### src/rtl/nco_gen_pkg.sv
// rtl/nco_gen_pkg.sv - shared state encoding and default widths for the NCO generator
package nco_gen_pkg;

  localparam int NCO_PHASE_W_DEF = 16;
  localparam int NCO_CNT_W_DEF   = 16;

  typedef enum logic [1:0] {
    ST_IDLE     = 2'd0,
    ST_RUN      = 2'd1,
    ST_STOPPING = 2'd2
  } nco_state_e;

endpackage

### src/rtl/nco_gen_if.sv
// rtl/nco_gen_if.sv - control, tuning-word handshake and status bundle of the NCO generator
interface nco_gen_if #(
  parameter int PHASE_W = 16,
  parameter int CNT_W   = 16
);
  logic               start;
  logic               stop;
  logic [PHASE_W-1:0] fcw;
  logic               fcw_valid;
  logic               fcw_ready;
  logic [PHASE_W-1:0] phase_step;
  logic               step_valid;
  logic [CNT_W-1:0]   burst_len;
  logic               out;
  logic [PHASE_W-1:0] phase;
  logic               busy;
  logic               done;
  logic [CNT_W-1:0]   period_cnt;

  modport master (
    output start, stop, fcw, fcw_valid, phase_step, step_valid, burst_len,
    input  fcw_ready, out, phase, busy, done, period_cnt
  );

  modport slave (
    input  start, stop, fcw, fcw_valid, phase_step, step_valid, burst_len,
    output fcw_ready, out, phase, busy, done, period_cnt
  );
endinterface

### src/rtl/nco_phase_acc.sv
// rtl/nco_phase_acc.sv - phase accumulator register with wrap (carry-out) detection
module nco_phase_acc #(
  parameter int PHASE_W = 16
) (
  input  logic               clk,
  input  logic               rst,
  input  logic               clear_i,
  input  logic               en_i,
  input  logic [PHASE_W-1:0] fcw_i,
  input  logic [PHASE_W-1:0] step_i,
  input  logic               step_en_i,
  output logic [PHASE_W-1:0] phase_o,
  output logic               wrap_o
);

  logic [PHASE_W-1:0] phase_q, phase_d;
  logic [PHASE_W+1:0] sum;

  // Two guard bits: phase + fcw + step can carry twice, which still counts as a single wrap.
  always_comb begin
    sum     = {2'b00, phase_q} + {2'b00, fcw_i} + (step_en_i ? {2'b00, step_i} : '0);
    wrap_o  = |sum[PHASE_W+1:PHASE_W];
    phase_d = phase_q;
    if (clear_i) begin
      phase_d = '0;
    end else if (en_i) begin
      phase_d = sum[PHASE_W-1:0];
    end
  end

  always_ff @(posedge clk) begin
    if (rst) begin
      phase_q <= '0;
    end else begin
      phase_q <= phase_d;
    end
  end

  assign phase_o = phase_q;

endmodule

### src/rtl/nco_gen.sv
// rtl/nco_gen.sv - NCO square-wave generator: run/stop FSM, tuning-word handshake, period counting
module nco_gen
  import nco_gen_pkg::*;
#(
  parameter int PHASE_W = NCO_PHASE_W_DEF,
  parameter int CNT_W   = NCO_CNT_W_DEF
) (
  input logic      clk,
  input logic      rst,
  nco_gen_if.slave bus
);

  nco_state_e         state_q, state_d;
  logic [PHASE_W-1:0] fcw_act_q, fcw_act_d;
  logic [PHASE_W-1:0] pend_fcw_q, pend_fcw_d;
  logic               pend_q, pend_d;
  logic [CNT_W-1:0]   burst_q, burst_d;
  logic [CNT_W-1:0]   cnt_q, cnt_d;
  logic               done_q, done_d;

  logic               busy;
  logic               acc_clear;
  logic               acc_wrap;
  logic               wrap_ev;
  logic               finish;
  logic [CNT_W-1:0]   cnt_inc;
  logic [PHASE_W-1:0] phase;

  assign busy = (state_q != ST_IDLE);

  nco_phase_acc #(.PHASE_W(PHASE_W)) u_acc (
    .clk      (clk),
    .rst      (rst),
    .clear_i  (acc_clear),
    .en_i     (busy),
    .fcw_i    (fcw_act_q),
    .step_i   (bus.phase_step),
    .step_en_i(bus.step_valid),
    .phase_o  (phase),
    .wrap_o   (acc_wrap)
  );

  always_comb begin
    state_d    = state_q;
    fcw_act_d  = fcw_act_q;
    pend_fcw_d = pend_fcw_q;
    pend_d     = pend_q;
    burst_d    = burst_q;
    cnt_d      = cnt_q;
    done_d     = 1'b0;
    acc_clear  = 1'b0;
    finish     = 1'b0;
    wrap_ev    = busy && acc_wrap;
    cnt_inc    = (cnt_q == '1) ? cnt_q : cnt_q + CNT_W'(1);

    unique case (state_q)
      ST_IDLE: begin
        acc_clear = 1'b1;
        if (bus.start) begin
          state_d = ST_RUN;
          cnt_d   = '0;
          burst_d = bus.burst_len;
        end
      end
      ST_RUN: begin
        if (wrap_ev) cnt_d = cnt_inc;
        // A burst-ending wrap wins over a simultaneous stop so done fires only once.
        if (wrap_ev && (burst_q != '0) && (cnt_inc == burst_q)) begin
          finish = 1'b1;
        end else if (bus.stop) begin
          if (fcw_act_q == '0) finish = 1'b1;
          else                 state_d = ST_STOPPING;
        end
      end
      ST_STOPPING: begin
        if (wrap_ev) cnt_d = cnt_inc;
        if (wrap_ev || (fcw_act_q == '0)) finish = 1'b1;
      end
      default: state_d = ST_IDLE;
    endcase

    if (finish) begin
      state_d   = ST_IDLE;
      done_d    = 1'b1;
      acc_clear = 1'b1;
    end

    // Pending word lands immediately when idle, otherwise only at a wrap to keep periods whole.
    if (pend_q && ((state_q == ST_IDLE) || wrap_ev)) begin
      fcw_act_d = pend_fcw_q;
      pend_d    = 1'b0;
    end else if (bus.fcw_valid && !pend_q) begin
      pend_fcw_d = bus.fcw;
      pend_d     = 1'b1;
    end
  end

  always_ff @(posedge clk) begin
    if (rst) begin
      state_q    <= ST_IDLE;
      fcw_act_q  <= '0;
      pend_fcw_q <= '0;
      pend_q     <= 1'b0;
      burst_q    <= '0;
      cnt_q      <= '0;
      done_q     <= 1'b0;
    end else begin
      state_q    <= state_d;
      fcw_act_q  <= fcw_act_d;
      pend_fcw_q <= pend_fcw_d;
      pend_q     <= pend_d;
      burst_q    <= burst_d;
      cnt_q      <= cnt_d;
      done_q     <= done_d;
    end
  end

  assign bus.phase      = phase;
  assign bus.out        = phase[PHASE_W-1];
  assign bus.busy       = busy;
  assign bus.done       = done_q;
  assign bus.period_cnt = cnt_q;
  assign bus.fcw_ready  = ~pend_q;

endmodule

### src/flat_wrapper.sv
// flat-port wrapper written by rule: the top's interface ports become plain ports
module nco_gen_flat import nco_gen_pkg::*;
#(
  parameter int PHASE_W = NCO_PHASE_W_DEF,
  parameter int CNT_W   = NCO_CNT_W_DEF
)
  (clk, rst, bus_start, bus_stop, bus_fcw, bus_fcw_valid, bus_phase_step, bus_step_valid, bus_burst_len, bus_fcw_ready, bus_out, bus_phase, bus_busy, bus_done, bus_period_cnt);
  nco_gen_if #(.PHASE_W(PHASE_W), .CNT_W(CNT_W)) bus_i ();
  input logic clk;
  input logic rst;
  input wire logic [$bits(bus_i.start)-1:0] bus_start;
  input wire logic [$bits(bus_i.stop)-1:0] bus_stop;
  input wire logic [$bits(bus_i.fcw)-1:0] bus_fcw;
  input wire logic [$bits(bus_i.fcw_valid)-1:0] bus_fcw_valid;
  input wire logic [$bits(bus_i.phase_step)-1:0] bus_phase_step;
  input wire logic [$bits(bus_i.step_valid)-1:0] bus_step_valid;
  input wire logic [$bits(bus_i.burst_len)-1:0] bus_burst_len;
  output wire logic [$bits(bus_i.fcw_ready)-1:0] bus_fcw_ready;
  output wire logic [$bits(bus_i.out)-1:0] bus_out;
  output wire logic [$bits(bus_i.phase)-1:0] bus_phase;
  output wire logic [$bits(bus_i.busy)-1:0] bus_busy;
  output wire logic [$bits(bus_i.done)-1:0] bus_done;
  output wire logic [$bits(bus_i.period_cnt)-1:0] bus_period_cnt;
  assign bus_i.start = bus_start;
  assign bus_i.stop = bus_stop;
  assign bus_i.fcw = bus_fcw;
  assign bus_i.fcw_valid = bus_fcw_valid;
  assign bus_i.phase_step = bus_phase_step;
  assign bus_i.step_valid = bus_step_valid;
  assign bus_i.burst_len = bus_burst_len;
  assign bus_fcw_ready = bus_i.fcw_ready;
  assign bus_out = bus_i.out;
  assign bus_phase = bus_i.phase;
  assign bus_busy = bus_i.busy;
  assign bus_done = bus_i.done;
  assign bus_period_cnt = bus_i.period_cnt;
  nco_gen #(.PHASE_W(PHASE_W), .CNT_W(CNT_W)) u_core (.clk(clk), .rst(rst), .bus(bus_i));
endmodule
### config.mk
export PLATFORM = sky130hd
export DESIGN_NAME = nco_gen_flat
export DESIGN_NICKNAME = d
export VERILOG_FILES = /design/src/rtl/nco_gen_pkg.sv /design/src/rtl/nco_gen_if.sv /design/src/rtl/nco_phase_acc.sv /design/src/rtl/nco_gen.sv /design/src/flat_wrapper.sv
export SDC_FILE = /design/constraint.sdc
export NUM_CORES = 1
export LEC_CHECK = 0
export CAP_MARGIN = 20
export CORE_MARGIN = 3
export CORE_UTILIZATION = 50
export DETAILED_ROUTE_END_ITERATION = 7
export PLACE_DENSITY = 0.75
export SKIP_CTS_REPAIR_TIMING = 1
export SLEW_MARGIN = 5
export SYNTH_ARGS = -nofsm -noshare
export SYNTH_HDL_FRONTEND = slang
export SYNTH_HIERARCHICAL = 1
export SYNTH_SLANG_ARGS = --single-unit
### constraint.sdc
create_clock -name clk -period 6 [get_ports clk]
set_input_delay 1.5 -clock clk [delete_from_list [all_inputs] [get_ports clk]]
set_output_delay 1.5 -clock clk [all_outputs]
set_load 0.01 [all_outputs]
==> run_results.csv, run 1 <==
group,metric,value,unit
run_status,outcome,"finished clean",
final_layout,final_cell_mix,"nand2_1 (130), clkdlybuf4s50_1 (88), a21oi_1 (87)",
worst_setup_path,end_kind,"register",
clock_network,clock-sinks,84,
clock_network,cts_tree,"done",
worst_setup_path,crit_top_cell,"o21ai_1",
synth,synth_nets,805,
routing,wl,15700,um
die,die_y,111,um
routing,vias_per_cell,5.90,
routing,drtIter0Drc,440,
timing,slew_headroom,32.5,%
timing,timing.final.hold_violations,0,
global_routing,antenna_found_initial,0,
clock_network,cts-buffers-inserted,9,
final_layout,layout_commonest_cell,"nand2_1",
timing,setup_violations,0,
worst_setup_path,cp.required,6.20,ns
worst_setup_path,cp-startpoint,"bus_step_valid",
timing,worstMarginPinSlew,1.01,ns
worst_setup_path,r2r_slack,0.44,ns
timing,finalCriticalPeriod,5.77,ns
timing,maxSlewViolCount,0,
synth,yosysWarnings,6,
clock_network,clock_path_buffers,2,
worst_setup_path,cpPeakStageDelay,0.45,ns
synth,synth_compound_area_share,21.8,%
routing,ant_nets,0,
placed_design,hpwl,11800,um
global_routing,grt_pass1_wl,25400,um
synth,synth_area,5530,sq um
placed_design,pre_cts_ws,-0.209,ns
timing,period_share,96.2,%
worst_setup_path,path_cells,"clkdlybuf4s50_1 -> and2_1 -> ha_1 -> fa_1 -> a211oi_2 -> o311ai_1 -> a21o_1 -> a31oi_2 -> o21ai_1 -> nor4bb_1 -> o21bai_1 -> nor2b_2 -> nand4_1 -> a2111o_1 -> nor4_1 -> o2111a_2 -> o21ai_1 -> nand2_1 -> or2_2 -> buf_4 -> a211oi_1",
synth,synth-simple-area-share,25.5,%
placed_design,gp_congestion,0.995,
synth,synth_xor_area_share,6.97,%
routing,wl_met1,7340,um
routing,wl_per_cell,16.9,um
routing,first_pass_iters,5,
worst_setup_path,r2r-start,"u_core/fcw_act_q[0]$_SDFFE_PP0P_",
hold_path,hp-start,"u_core/pend_fcw_q[4]$_SDFFE_PP0P_",
die,fp-row-count,37,
run,cap_violations,0,
final_layout,drive_above_1_share,6.05,%
worst_setup_path,cp.arrival,5.98,ns
global_routing,grt_pass1_vias,5148,
worst_setup_path,start_kind,"primary input",
clock_network,htree_levels,3,
synth,synth_cells,713,
synth,ys.flop_type,"dfxtp_1",
clock_network,clkTransAtPathRegs,0.09,ns
power,p_total,1.61,mW
routing,vias,5480,
worst_setup_path,critPathKind,"primary input to register",
worst_setup_path,cpLargestDelayFamily,"compound AO/OA/AOI/OAI gates",
timing,worst_slack,0.226,ns
synth,yosysUniqueCellTypes,66,
routing,dr_wl_met3,1270,um
die,io_pins,90,
die,dieArea,12400,sq um
final_layout,fin_area,6730,sq um
synth,synth_mux_area_share,2.38,%
worst_setup_path,cp_slowest_cell,"clkdlybuf4s50_1",
power,leakagePower,2.59,nW
timing,skew,0.00861,ns
synth,async_reset_ff_share,0,%
global_routing,gr-total-overflow,0,
final_layout,n_antenna_cell,0,
power,power_density,240,nW/um^2
clock_network,insertion_delay,0.36,ns
global_routing,grt_max_degree,37,
die,die_x,111,um
synth,seq_area_frac_synth,30.4,%
synth,syn_area_per_cell,7.75,sq um
die,core_area,10600,sq um
placed_design,portBuffers,89,
global_routing,grt_usage,24.7,%
worst_setup_path,worst-path-buf-inv,2,
placed_design,post_dp_cell_area,6510,sq um
die,start_util,52.4,%
routing,highest_layer,"met4",
synth,ys_seq_elements,84,
synth,synth_edf_count,0,
routing,drc,0,
routing,dr_wl_met2,6860,um
final_layout,area_growth,21.7,%
hold_path,hp-class,"register to register",
synth,synth_adder_area_share,8.87,%
worst_setup_path,path_max_fanout,12,
timing,max_freq,173,MHz
clock_network,cts-root-buf,"clkbuf_8",
synth,synth_top_family_by_area,"simple AND/OR/NAND/NOR gates",
power,vdd_drop_max,0.000180,V
final_layout,layout.nets,881,
## path summary, 6_finish.rpt
kind	depth (start not counted)	end
worst max register to register	28	u_core/u_acc/phase_o[2]$_SDFFE_PP0P_
worst min-delay path	2	u_core/fcw_act_q[4]$_SDFFE_PP0P_
worst max-delay path	21	u_core/u_acc/phase_o[2]$_SDFFE_PP0P_
worst min register to register	2	u_core/fcw_act_q[4]$_SDFFE_PP0P_
## worst min-delay path, delay by kind of cell, from the launching register on
| kind | cells | cell delay [ns] |
|---|---|---|
| flip-flops | 1 | 0.32 |
| AO/OA/AOI/OAI | 1 | 0.05 |
| AND/OR/NAND/NOR | 1 | 0.05 |
## layout make-up
class	count	area, sq um
clock buffer	9	124
multi-input combinational	575	3640
tap	136	170
fill	928	3830
sequential	84	1680
timing repair buffer	100	968
inverter	19	71.3
clock inverter	6	72.6
## registers in the layout (all words and copies together) (netlist names)
register and count:
u_core/burst_q 16, u_core/bus.period_cnt 16, u_core/fcw_act_q 16, u_core/pend_fcw_q 16
u_core/u_acc/phase_o 16, u_core/state_q 2, u_core/bus.done 1, u_core/pend_q 1
## per-layer routing
| metal | track usage, % | vias to the layer above |
|---|---|---|
| met2 | 38.3 | 244 |
| met4 | 7.38 | 0 |
| met1 | 35.1 | 2515 |
| met3 | 4.31 | 27 |
| li1 | - | 2694 |
| met5 | 0 | - |
## kinds of logic after synthesis
group	after synthesis
buf+inv	54
simple gates	286
compound gates	194
flops	84
xor+xnor	44
fa+ha+maj	38
mux	13
## metrics by stage
step           std cells  util, %  TNS (ns)  hold WS [ns]
6_report             929     63.7         0         0.456
2_1_floorplan        713        -         0         0.432
4_1_cts              928     63.5         0         0.455
3_3_place_gp         913     61.7         0         0.440
5_1_grt              929     63.7   -0.0566         0.470
3_5_place_dp         913     61.7     -2.52         0.444
## synthesized netlist by cell type (3+ instances only)
| cell type | n | area share, % |
|---|---|---|
| nor2_1 | 51 | 3.5 |
| xnor2_1 | 33 | 5.2 |
| nor3_1 | 13 | 1.2 |
| o211ai_1 | 4 | 0.54 |
| o21a_1 | 5 | 0.68 |
| o21ai_1 | 9 | 0.81 |
| and2_1 | 18 | 2.0 |
| nor4_1 | 12 | 1.4 |
| nand3_1 | 15 | 1.4 |
| nor4_2 | 3 | 0.68 |
| a21o_1 | 13 | 1.8 |
| o21ai_0 | 26 | 2.4 |
| nor2b_1 | 4 | 0.45 |
| a21oi_1 | 87 | 7.9 |
| nand4_1 | 10 | 1.1 |
| a31oi_1 | 6 | 0.68 |
| nand2_1 | 130 | 8.8 |
| mux2i_1 | 12 | 2.2 |
| o31ai_1 | 3 | 0.41 |
| xor2_1 | 11 | 1.7 |
| buf_2 | 12 | 1.1 |
| a41o_1 | 3 | 0.54 |
| a211oi_1 | 10 | 1.4 |
| ha_1 | 36 | 8.1 |
| and4_1 | 9 | 1.4 |
| o21bai_1 | 3 | 0.41 |
| inv_1 | 19 | 1.3 |
| clkbuf_1 | 17 | 1.2 |
| buf_1 | 5 | 0.34 |
| dfxtp_1 | 84 | 30 |
| and3_1 | 4 | 0.45 |
## power breakdown
part           total (mW)  switching [mW]  internal (mW)
registers           0.645          0.0446          0.601
logic               0.549           0.319          0.230
clock network       0.418           0.223          0.195
total                1.61           0.587           1.03
No activity file was read; power rests on OpenSTA's default activity.
==> run 2, diff against run 1 <==
--- a/config.mk
+++ b/config.mk
@@ -7,9 +7,9 @@
 export LEC_CHECK = 0
 export CAP_MARGIN = 20
 export CORE_MARGIN = 3
-export CORE_UTILIZATION = 50
+export CORE_UTILIZATION = 45
 export DETAILED_ROUTE_END_ITERATION = 7
-export PLACE_DENSITY = 0.75
+export PLACE_DENSITY = 0.69
 export SKIP_CTS_REPAIR_TIMING = 1
 export SLEW_MARGIN = 5
 export SYNTH_ARGS = -nofsm -noshare
==> run 2 against run 1 <==
Effect of this change:
- register-to-register slack is essentially flat
- clock power grew 24%
- via count shrank 1.3%
- non-clock buffer count grew 2
- worst hold slack lost 0.0029 ns
- global-route usage shrank 2.0 points
- setup slack gained 0.055 ns
- critical path depth grew 1
- maximum frequency grew 0.97%
- sequential share of layout area shrank 0.44 points
- clock skew grew 0.0016 ns
==> run_results.csv, run 2 (synthesis results as in run 1) <==
group,metric,value,unit
die,core_area,11700,sq um
global_routing,antenna_found_initial,0,
clock_network,cts_tree,"done",
routing,vias_per_cell,5.76,
clock_network,insertion_delay,0.34,ns
timing,skew,0.0102,ns
die,die_y,117,um
placed_design,post_dp_cell_area,6530,sq um
global_routing,grt_max_degree,46,
clock_network,clock_path_buffers,2,
clock_network,htree_levels,3,
power,power_density,250,nW/um^2
worst_setup_path,crit_top_cell,"o21ai_1",
worst_setup_path,path_cells,"clkdlybuf4s50_1 -> and2_1 -> ha_1 -> fa_1 -> a211oi_1 -> o311ai_1 -> a21o_1 -> a31oi_2 -> o21ai_1 -> nor4bb_1 -> o21bai_1 -> nor2b_4 -> nand4_1 -> a2111o_1 -> nor4_2 -> o2111a_2 -> o21ai_1 -> nand2_1 -> or2_2 -> nor2_1 -> nand2_1 -> o21ai_1",
final_layout,area_growth,23.9,%
clock_network,cts-buffers-inserted,9,
worst_setup_path,path_max_fanout,4,
worst_setup_path,cp.arrival,5.94,ns
global_routing,grt_usage,22.7,%
timing,worstMarginPinSlew,0.995,ns
power,vdd_drop_max,0.000144,V
routing,vias,5411,
worst_setup_path,cpLargestDelayFamily,"compound AO/OA/AOI/OAI gates",
clock_network,clock-sinks,84,
hold_path,hp-class,"register to register",
power,leakagePower,2.64,nW
die,io_pins,90,
timing,finalCriticalPeriod,5.72,ns
worst_setup_path,r2r-start,"u_core/fcw_act_q[0]$_SDFFE_PP0P_",
global_routing,gr-total-overflow,0,
worst_setup_path,critPathKind,"primary input to register",
global_routing,grt_pass1_wl,24700,um
routing,drc,0,
final_layout,drive_above_1_share,6.28,%
hold_path,hp-start,"u_core/pend_fcw_q[6]$_SDFFE_PP0P_",
run,cap_violations,0,
routing,wl_per_cell,16.6,um
final_layout,layout.nets,883,
hold_path,min_to,"u_core/fcw_act_q[6]$_SDFFE_PP0P_",
die,fp-row-count,39,
placed_design,portBuffers,89,
timing,fin_hold_ws,0.453,ns
die,die_x,117,um
final_layout,n_antenna_cell,0,
worst_setup_path,end_kind,"register",
global_routing,grt_pass1_vias,4908,
final_layout,layoutNonFillerInstCount,939,
placed_design,hpwl,11700,um
routing,wl,15600,um
timing,setup_violations,0,
placed_design,gp_congestion,0.914,
routing,first_pass_iters,5,
worst_setup_path,r2r_slack,0.45,ns
final_layout,fin_area,6850,sq um
timing,maxSlewViolCount,0,
worst_setup_path,r2r_end,"u_core/u_acc/phase_o[13]$_SDFFE_PP0P_",
worst_setup_path,cp_slowest_cell,"clkdlybuf4s50_1",
power,p_total,1.71,mW
die,start_util,47.2,%
timing,max_freq,175,MHz
final_layout,final_core_util,58.5,%
clock_network,clkTransAtPathRegs,0.06,ns
timing,period_share,95.3,%
routing,ant_nets,0,
timing,timing.final.hold_violations,0,
worst_setup_path,worst-path-buf-inv,1,
placed_design,dp_cells,920,
worst_setup_path,cp.required,6.22,ns
hold_path,holdPathStages,2,
timing,slew_headroom,33.4,%
worst_setup_path,worstRegToRegCells,29,
worst_setup_path,start_kind,"primary input",
clock_network,cts-root-buf,"clkbuf_16",
die,dieArea,13700,sq um
final_layout,final_cell_mix,"nand2_1 (130), clkdlybuf4s50_1 (88), a21oi_1 (87)",
worst_setup_path,cpPeakStageDelay,0.44,ns
final_layout,layout_commonest_cell,"nand2_1",
routing,drtIter0Drc,532,
run_status,outcome,"finished clean",
-- run 2: layout make-up --
class / count / area [sq um]
clock buffer: 10 / 229
clock inverter: 6 / 45.0
fill: 1101 / 4860
inverter: 19 / 71.3
multi-input combinational: 575 / 3650
sequential: 84 / 1680
tap: 143 / 179
timing repair buffer: 102 / 996
-- run 2: how the worst max path moves through the flow --
| stage | startpoint | endpoint | slack (ns) | cells past startpoint |
|---|---|---|---|---|
| 3_3_place_gp | bus_step_valid | u_core/u_acc/phase_o[13]$_SDFFE_PP0P_ | 0.1 | 22 |
| 3_5_place_dp | bus_step_valid | u_core/u_acc/phase_o[13]$_SDFFE_PP0P_ | -0.11 | 22 |
| 4_1_cts | bus_step_valid | u_core/u_acc/phase_o[13]$_SDFFE_PP0P_ | 0.23 | 22 |
| 5_1_grt | bus_step_valid | u_core/u_acc/phase_o[13]$_SDFFE_PP0P_ | -0.08 | 22 |
| 6_report | bus_step_valid | u_core/u_acc/phase_o[13]$_SDFFE_PP0P_ | 0.28 | 22 |
| 2_1_floorplan | bus_step_valid | u_core/u_acc/phase_o[10]$_SDFFE_PP0P_ | 0.66 | 20 |
-- run 2: worst reg2reg max path: cells and delay by family (launching register included) --
family | cells | cell delay [ns]
XOR/XNOR | 1 | 0.14
adder cells (fa/ha/maj) | 3 | 1.02
AO/OA/AOI/OAI | 11 | 2.06
flip-flops | 1 | 0.37
buffers and inverters | 1 | 0.06
AND/OR/NAND/NOR | 13 | 1.78
-- run 2: layer usage --
| layer | share of wire, % | up-vias | wire [um] | global-route usage [%] |
|---|---|---|---|---|
| li1 | - | 2696 | - | - |
| met1 | 50 | 2510 | 7750 | 33.4 |
| met2 | 44 | 178 | 6790 | 34.5 |
| met3 | 5.5 | 27 | 850 | 4.16 |
| met4 | 1.3 | 0 | 208 | 4.97 |
| met5 | 0 | - | 0 | 0 |
-- run 2: through the flow --
| stage | setup TNS (ns) | worst slack, ns |
|---|---|---|
| after floorplan | 0 | 0.663 |
| after global placement | 0 | 0.0972 |
| after detailed placement | -0.965 | -0.114 |
| after CTS | 0 | 0.233 |
| after global routing | -0.276 | -0.0809 |
| final | 0 | 0.281 |
-- run 2: power breakdown --
part	switching, mW	internal [mW]	leakage, nW
Sequential	0.0450	0.601	0.683
Combinational	0.314	0.231	1.82
Clock	0.236	0.284	0.138
Total	0.594	1.12	2.64
